### src/rtl/sine_pkg.sv
// Shared constants, channel encoding and phase-index wrap for the two-channel
// sine LUT scheduler.
package sine_pkg;

  localparam int DATA_W    = 24;
  localparam int LUT_DEPTH = 91;
  localparam int ADDR_W    = 7;

  localparam logic [ADDR_W:0] DEPTH_W = (ADDR_W+1)'(LUT_DEPTH);

  typedef enum logic {
    CH_L = 1'b0,
    CH_R = 1'b1
  } chan_e;

  // One extra bit keeps idx+step from overflowing before the wrap compare.
  function automatic logic [ADDR_W-1:0] wrap_idx(input logic [ADDR_W-1:0] idx,
                                                 input logic [ADDR_W-1:0] step);
    logic [ADDR_W:0] sum;
    sum = {1'b0, idx} + {1'b0, step};
    if (sum >= DEPTH_W) sum = sum - DEPTH_W;
    return sum[ADDR_W-1:0];
  endfunction

endpackage

### src/rtl/sine_lut_scheduler_if.sv
// Scheduler-side bundle: control inputs, shared LUT port and the L/R sample streams.
interface sine_lut_scheduler_if;
  import sine_pkg::*;

  logic              enable;
  logic [ADDR_W-1:0] step_l;
  logic [ADDR_W-1:0] step_r;
  logic              lut_rd_en;
  logic [ADDR_W-1:0] lut_addr;
  logic [DATA_W-1:0] lut_data;
  logic              l_valid;
  logic [DATA_W-1:0] l_data;
  logic              l_ready;
  logic              r_valid;
  logic [DATA_W-1:0] r_data;
  logic              r_ready;

  modport master (
    input  enable, step_l, step_r, lut_data, l_ready, r_ready,
    output lut_rd_en, lut_addr, l_valid, l_data, r_valid, r_data
  );

  modport slave (
    output enable, step_l, step_r, lut_data, l_ready, r_ready,
    input  lut_rd_en, lut_addr, l_valid, l_data, r_valid, r_data
  );

endinterface

### src/rtl/sine_chan_slot.sv
// Per-channel state: phase index, in-flight tags and the output sample register.
module sine_chan_slot
  import sine_pkg::*;
(
  input  logic              clk,
  input  logic              reset,
  input  logic              enable,
  input  logic [ADDR_W-1:0] step,
  input  logic              grant,
  input  logic              tag,
  input  logic [DATA_W-1:0] lut_data,
  input  logic              ready,
  output logic              req,
  output logic [ADDR_W-1:0] idx,
  output logic              valid,
  output logic [DATA_W-1:0] data
);

  logic pending;
  logic cap;

  // Only fetch when the output slot will be free by the time the sample lands.
  assign req = enable && !pending && (!valid || ready);

  always_ff @(posedge clk or negedge reset) begin
    if (!reset) begin
      idx     <= '0;
      pending <= 1'b0;
      cap     <= 1'b0;
      valid   <= 1'b0;
      data    <= '0;
    end else begin
      if (grant) idx <= wrap_idx(idx, step);
      pending <= grant | (pending & ~cap);
      cap     <= tag;
      if (cap) begin
        data  <= lut_data;
        valid <= 1'b1;
      end else if (valid && ready) begin
        valid <= 1'b0;
      end
    end
  end

endmodule

### src/rtl/sine_lut_scheduler.sv
// Round-robin sharing of one synchronous sine LUT between the L and R channels.
module sine_lut_scheduler
  import sine_pkg::*;
(
  input  logic                        clk,
  input  logic                        reset,
  sine_lut_scheduler_if.master        bus
);

  logic              req_l, req_r;
  logic              grant_l, grant_r;
  logic [ADDR_W-1:0] idx_l, idx_r;
  logic              rd_en_q;
  logic [ADDR_W-1:0] addr_q;
  chan_e             rr_last;
  logic              tag_l, tag_r;

  always_comb begin
    grant_l = 1'b0;
    grant_r = 1'b0;
    if (req_l && (!req_r || rr_last == CH_R)) grant_l = 1'b1;
    else if (req_r)                           grant_r = 1'b1;
  end

  always_ff @(posedge clk or negedge reset) begin
    if (!reset) begin
      rd_en_q <= 1'b0;
      addr_q  <= '0;
      rr_last <= CH_R;
    end else begin
      rd_en_q <= grant_l | grant_r;
      if (grant_l) begin
        addr_q  <= idx_l;
        rr_last <= CH_L;
      end else if (grant_r) begin
        addr_q  <= idx_r;
        rr_last <= CH_R;
      end
    end
  end

  // While a read is outstanding, rr_last still names the channel that issued it.
  assign tag_l = rd_en_q && (rr_last == CH_L);
  assign tag_r = rd_en_q && (rr_last == CH_R);

  assign bus.lut_rd_en = rd_en_q;
  assign bus.lut_addr  = addr_q;

  sine_chan_slot u_slot_l (
    .clk      (clk),
    .reset    (reset),
    .enable   (bus.enable),
    .step     (bus.step_l),
    .grant    (grant_l),
    .tag      (tag_l),
    .lut_data (bus.lut_data),
    .ready    (bus.l_ready),
    .req      (req_l),
    .idx      (idx_l),
    .valid    (bus.l_valid),
    .data     (bus.l_data)
  );

  sine_chan_slot u_slot_r (
    .clk      (clk),
    .reset    (reset),
    .enable   (bus.enable),
    .step     (bus.step_r),
    .grant    (grant_r),
    .tag      (tag_r),
    .lut_data (bus.lut_data),
    .ready    (bus.r_ready),
    .req      (req_r),
    .idx      (idx_r),
    .valid    (bus.r_valid),
    .data     (bus.r_data)
  );

endmodule

### src/flat_wrapper.sv
// flat-port wrapper written by rule: the top's interface ports become plain ports
module sine_lut_scheduler_flat import sine_pkg::*;
  (clk, reset, bus_enable, bus_step_l, bus_step_r, bus_lut_data, bus_l_ready, bus_r_ready, bus_lut_rd_en, bus_lut_addr, bus_l_valid, bus_l_data, bus_r_valid, bus_r_data);
  sine_lut_scheduler_if bus_i ();
  input  logic clk;
  input  logic reset;
  input wire logic [$bits(bus_i.enable)-1:0] bus_enable;
  input wire logic [$bits(bus_i.step_l)-1:0] bus_step_l;
  input wire logic [$bits(bus_i.step_r)-1:0] bus_step_r;
  input wire logic [$bits(bus_i.lut_data)-1:0] bus_lut_data;
  input wire logic [$bits(bus_i.l_ready)-1:0] bus_l_ready;
  input wire logic [$bits(bus_i.r_ready)-1:0] bus_r_ready;
  output wire logic [$bits(bus_i.lut_rd_en)-1:0] bus_lut_rd_en;
  output wire logic [$bits(bus_i.lut_addr)-1:0] bus_lut_addr;
  output wire logic [$bits(bus_i.l_valid)-1:0] bus_l_valid;
  output wire logic [$bits(bus_i.l_data)-1:0] bus_l_data;
  output wire logic [$bits(bus_i.r_valid)-1:0] bus_r_valid;
  output wire logic [$bits(bus_i.r_data)-1:0] bus_r_data;
  assign bus_i.enable = bus_enable;
  assign bus_i.step_l = bus_step_l;
  assign bus_i.step_r = bus_step_r;
  assign bus_i.lut_data = bus_lut_data;
  assign bus_i.l_ready = bus_l_ready;
  assign bus_i.r_ready = bus_r_ready;
  assign bus_lut_rd_en = bus_i.lut_rd_en;
  assign bus_lut_addr = bus_i.lut_addr;
  assign bus_l_valid = bus_i.l_valid;
  assign bus_l_data = bus_i.l_data;
  assign bus_r_valid = bus_i.r_valid;
  assign bus_r_data = bus_i.r_data;
  sine_lut_scheduler u_core (.clk(clk), .reset(reset), .bus(bus_i));
endmodule
### config.mk
export PLATFORM = sky130hd
export DESIGN_NAME = sine_lut_scheduler_flat
export DESIGN_NICKNAME = d
export VERILOG_FILES = /design/src/rtl/sine_pkg.sv /design/src/rtl/sine_lut_scheduler_if.sv /design/src/rtl/sine_chan_slot.sv /design/src/rtl/sine_lut_scheduler.sv /design/src/flat_wrapper.sv
export SDC_FILE = /design/constraint.sdc
export NUM_CORES = 1
export LEC_CHECK = 0
export ABC_CLOCK_PERIOD_IN_PS = 3100
export CELL_PAD_IN_SITES_DETAIL_PLACEMENT = 1
export CELL_PAD_IN_SITES_GLOBAL_PLACEMENT = 1
export CORE_UTILIZATION = 39
export CTS_BUF_LIST = sky130_fd_sc_hd__clkbuf_4 sky130_fd_sc_hd__clkbuf_8 sky130_fd_sc_hd__clkbuf_16
export CTS_CLUSTER_DIAMETER = 150
export CTS_CLUSTER_SIZE = 40
export DETAILED_ROUTE_END_ITERATION = 8
export GPL_TIMING_DRIVEN = 0
export MAX_ROUTING_LAYER = met4
export PLACE_DENSITY_LB_ADDON = 0.1
export SLEW_MARGIN = 20
export SYNTH_ARGS = -nofsm -noshare
export SYNTH_HDL_FRONTEND = slang
export SYNTH_SLANG_ARGS = --single-unit
### constraint.sdc
create_clock -name clk -period 3.1 [get_ports clk]
set_input_delay 0.31 -clock clk [delete_from_list [all_inputs] [get_ports clk]]
set_output_delay 0.31 -clock clk [all_outputs]
set_load 0.01 [all_outputs]
==> results of run 1 <==
[placed cells by master, fill, tap and decap left out, types with 3 or more instances in the layout]
cell type | Yosys | routed
nor3b_1 | 3 | 3
nand2_1 | 17 | 17
nand3_1 | 12 | 12
and3_1 | 3 | 3
o22ai_1 | 9 | 9
a21o_1 | 4 | 4
ha_1 | 16 | 16
or3_1 | 3 | 3
clkbuf_1 | 7 | 7
a21boi_0 | 3 | 3
nor2b_1 | 5 | 5
a21oi_1 | 9 | 9
mux2i_1 | 3 | 3
clkbuf_8 | 0 | 10
inv_1 | 8 | 8
buf_1 | 3 | 3
a211oi_2 | 3 | 3
and2_1 | 5 | 5
clkdlybuf4s50_1 | 0 | 99
o21ai_0 | 12 | 12
nand2b_1 | 7 | 7
mux2_2 | 49 | 49
or4_1 | 4 | 4
nor3_1 | 6 | 6
a31oi_1 | 3 | 3
buf_2 | 3 | 3
o2111ai_1 | 3 | 3
dfrtp_1 | 76 | 76
a211oi_1 | 4 | 4
nor2_1 | 30 | 30
[registers in the layout (all words and copies together), names as in the netlist]
name,cells
u_core.u_slot_l.valid,1
u_core.u_slot_l.idx,7
u_core.u_slot_l.data,24
u_core.bus.lut_rd_en,1
u_core.u_slot_r.cap,1
u_core.u_slot_r.idx,7
u_core.u_slot_l.cap,1
u_core.u_slot_l.pending,1
u_core.u_slot_r.valid,1
u_core.u_slot_r.data,24
u_core.bus.lut_addr,7
u_core.u_slot_r.pending,1
u_core.rr_last,1
[cells by family after synthesis]
kind of cell / count (synthesis) / share of synthesized area (%)
AND/OR/NAND/NOR: 107 / 13.7
AO/OA/AOI/OAI: 81 / 15.4
flip-flops: 77 / 46.7
multiplexers: 52 / 14.1
buffers and inverters: 22 / 2.18
adder cells (fa/ha/maj): 18 / 5.82
XOR/XNOR: 7 / 2.21
[worst min-delay path by stage]
| stage | slack, ps | depth (start not counted) | start | to |
|---|---|---|---|---|
| 6_report | 450 | 2 | reset | u_core.u_slot_r.data[3] |
| 5_1_grt | 490 | 2 | reset | u_core.u_slot_r.data[3] |
| 4_1_cts | 460 | 2 | reset | u_core.u_slot_r.data[3] |
| 3_5_place_dp | 300 | 1 | reset | u_core.u_slot_r.data[3] |
| 3_3_place_gp | 490 | 1 | u_core.bus.lut_rd_en | u_core.u_slot_r.cap |
| 2_1_floorplan | 10 | 0 | reset | u_core.bus.lut_addr[0] |
[final cells by class]
| type | instances | area share [%] |
|---|---|---|
| multi-input combinational | 265 | 38.1 |
| clock buffer | 10 | 2.48 |
| timing repair buffer | 102 | 18.6 |
| tap | 136 | 3.07 |
| inverter | 8 | 0.542 |
| buffer | 14 | 1.08 |
| sequential | 77 | 34.8 |
| clock inverter | 6 | 1.40 |
[layer usage]
layer  global-route usage (%)  vias to the layer above  wire length (µm)
met4                     5.13                        0               124
met5                        -                        -                 0
met2                     33.5                       77              4920
met3                     3.06                       14               331
li1                         -                     1576                 -
met1                     26.9                     1615              4840
[where the power goes]
group	switching, W	leakage [nW]	total (W)	internal (W)
registers	0.000167	0.976	0.00144	0.00128
logic	0.000995	1.31	0.00205	0.00105
clock network	0.000418	0.107	0.000829	0.000411
total	0.00158	2.39	0.00432	0.00274
[repair_timing]
action | CTS | global route
hold endpoints to repair | 36 | 0
buffers inserted | 0 | 0
hold buffers | 1 | 0
[per-stage QoR]
step / total power (W) / TNS (ps) / worst slack (ps)
finish: 0.00432 / 0 / 243
floorplan: 0.00271 / 0 / 494
CTS: 0.00437 / 0 / 201
detailed placement: 0.00353 / -286 / -132
global route: 0.00463 / 0 / 45.4
global placement: 0.00346 / -72310 / -955
[critical path, cell delays in order, from the launching register on]
cell       delay (ps)
dfrtp_1           410
ha_1              250
fa_1              470
a211oi_2          390
nor2_4             80
xnor2_2           190
o32ai_4           490
mux2i_1           160
a2111oi_2         340
==> results.md, run 1 <==
- Pin count of the biggest net entering global routing: between 40 and 50
- Cell at the root of the clock tree: clkbuf_8
- Final critical delay including setup and external delays: 2860 ps
- Count of endpoints failing hold in the final timing report: 0
- Final standard cell utilization of the core: a little over half
- Initial DRC count: 75
- Period utilization: approximately 90%
- FMAX: 350 MHz
- Dominant cell by count in the synthesized netlist: dfrtp_1
- Vias after detailed routing: between 3000 and 4000
- Avg Synthesized Cell Area: about 11 µm²
- Area growth syn-to-layout: 34.2%
- Core Area: just over 10000 µm²
- Unrepaired setup endpoints after global routing: false
- Port Buf Inserts: 100
- Worst reg-to-reg path cell count: 8
- Post-cts repair resize count: 0
- Startpoint of the worst-slack reg-to-reg timing path: u_core.u_slot_l.idx[0]
- Initial Utilization: 40.2%
- Number of failing setup endpoints in the final timing report: 0
- Vias in the first global route: 3553
- Register clock-pin slew on the reported worst setup and hold paths: ~90 ps
- Startpoint Class: flop
- Status: finished clean
- Clock sink count: 77
- Number of DRC violations after detailed routing: 0
- Per-cell via count in the routed design: approximately 5.3
- Setup crit end kind: flop
- Number of buffers created by CTS: 9
- Die Footprint: 11000 µm²
- Global placement routability congestion: 0.849
- Required time worst endpoint: ~3400 ps
- Maximum level of the CTS H-tree: 3
- Data arrival time of the worst path: 3110 ps
- Number of antenna violations at the first check in global routing: 0
- Final Cell Area: 5540 µm²
- Headroom to the max-slew limit: between 50 and 60%
- Post-placement cell count: roughly 600
- Largest clock skew in the final design: about 11 ps
- Worst flop-to-flop path endpoint: u_core.u_slot_l.idx[1]
- Clock tree from TritonCTS: done
- Leading cell types by total area after synthesis: dfrtp_1 (46%), mux2_2 (13%), ha_1 (4.8%)
- Fill count: 1116
- Number of nets with antenna violations after detailed routing: 0
- Worst min-delay path class: in -> async
- Wire length reported by the detailed router: a little over 10000 µm
- Critical path fanouts, max: 8
- Source of the critical timing path: u_core.u_slot_l.idx[0]
- Number of maximum-capacitance constraint violations: 0
- Final-layout worst hold slack: around 450 ps
- Multi-input gate area: approximately 2100 µm²
- Cell type with the highest aggregate area in the netlist: dfrtp_1
- Most used flip-flop cell after synthesis: dfrtp_1
- Sequential standard cell area: around 1900 µm²
- Synthesis-stage register bit count: between 70 and 80
- Largest vdd supply drop: 0.000360 V
- Count of standard-cell rows: 37
- Cell Area, Placed: between 5000 and 6000 µm²
- Half-perimeter wire length after placement: 7920 µm
- Synth top area share: about 46%
- Final layout net count: ~540
- Die Wd: around 100 µm
- TritonRoute pass-1 iters: 4
- Number of standard cells in the final layout excluding fillers: approximately 620
- CP endpoint: u_core.u_slot_l.idx[1]
- Sequential element share of the synthesized area: 46.7%
- Synthesis warning total: 0
- Number of unique standard cell types used by synthesis: 68
- Share of final-layout standard cells stronger than drive strength 1: about a fifth
- Combined global-route utilization of all metal layers: approximately a fifth
- Wire length per cell: about 17 µm
- Synthesized netlist net count: 425
- Worst-Skew Late Latency: 360 ps
- Kind of critical path: reg -> reg
- Final global-route overflow total: 0
- Diodes inserted: 0
- Transition time at the pin with the least slew margin: 723 ps
- P per Cell Area: roughly 780 nW/µm²
- Share of async-settable or async-resettable flops after synthesis: 100%
- Maximum root-to-sink buffer count: 2
- Height of the die: 105 µm
- Cells after Synth: approximately 360
- Synth top cells by count: dfrtp_1 (76), mux2_2 (49), nor2_1 (30), nand2_1 (17), ha_1 (16)
- Number of top-level design ports: 101
- Setup slack on the worst flop-to-flop path: 240 ps
- Final-report max-slew violation count: 0
- Count of flip-flops with a built-in enable after synthesis: 0
- Leakage: 2.39 nW
- First-pass GRT wire length: ~18000 µm
- Synthesized area: roughly 4100 µm²
(Power assumes the default switching activity.)
==> run 2: changes to the inputs <==
==> constraint.sdc (replaced) <==
create_clock -name clk -period 3.1 [get_ports clk]
set_input_delay 0.31 -clock clk [delete_from_list [all_inputs] [get_ports clk]]
set_output_delay 0.31 -clock clk [all_outputs]
set_load 0.005 [all_outputs]
==> results of run 2 <==
The final DEF is identical to that of run 1. Status: finished clean.
Main changes from that run: total power 0.00432 W -> 0.00423 W
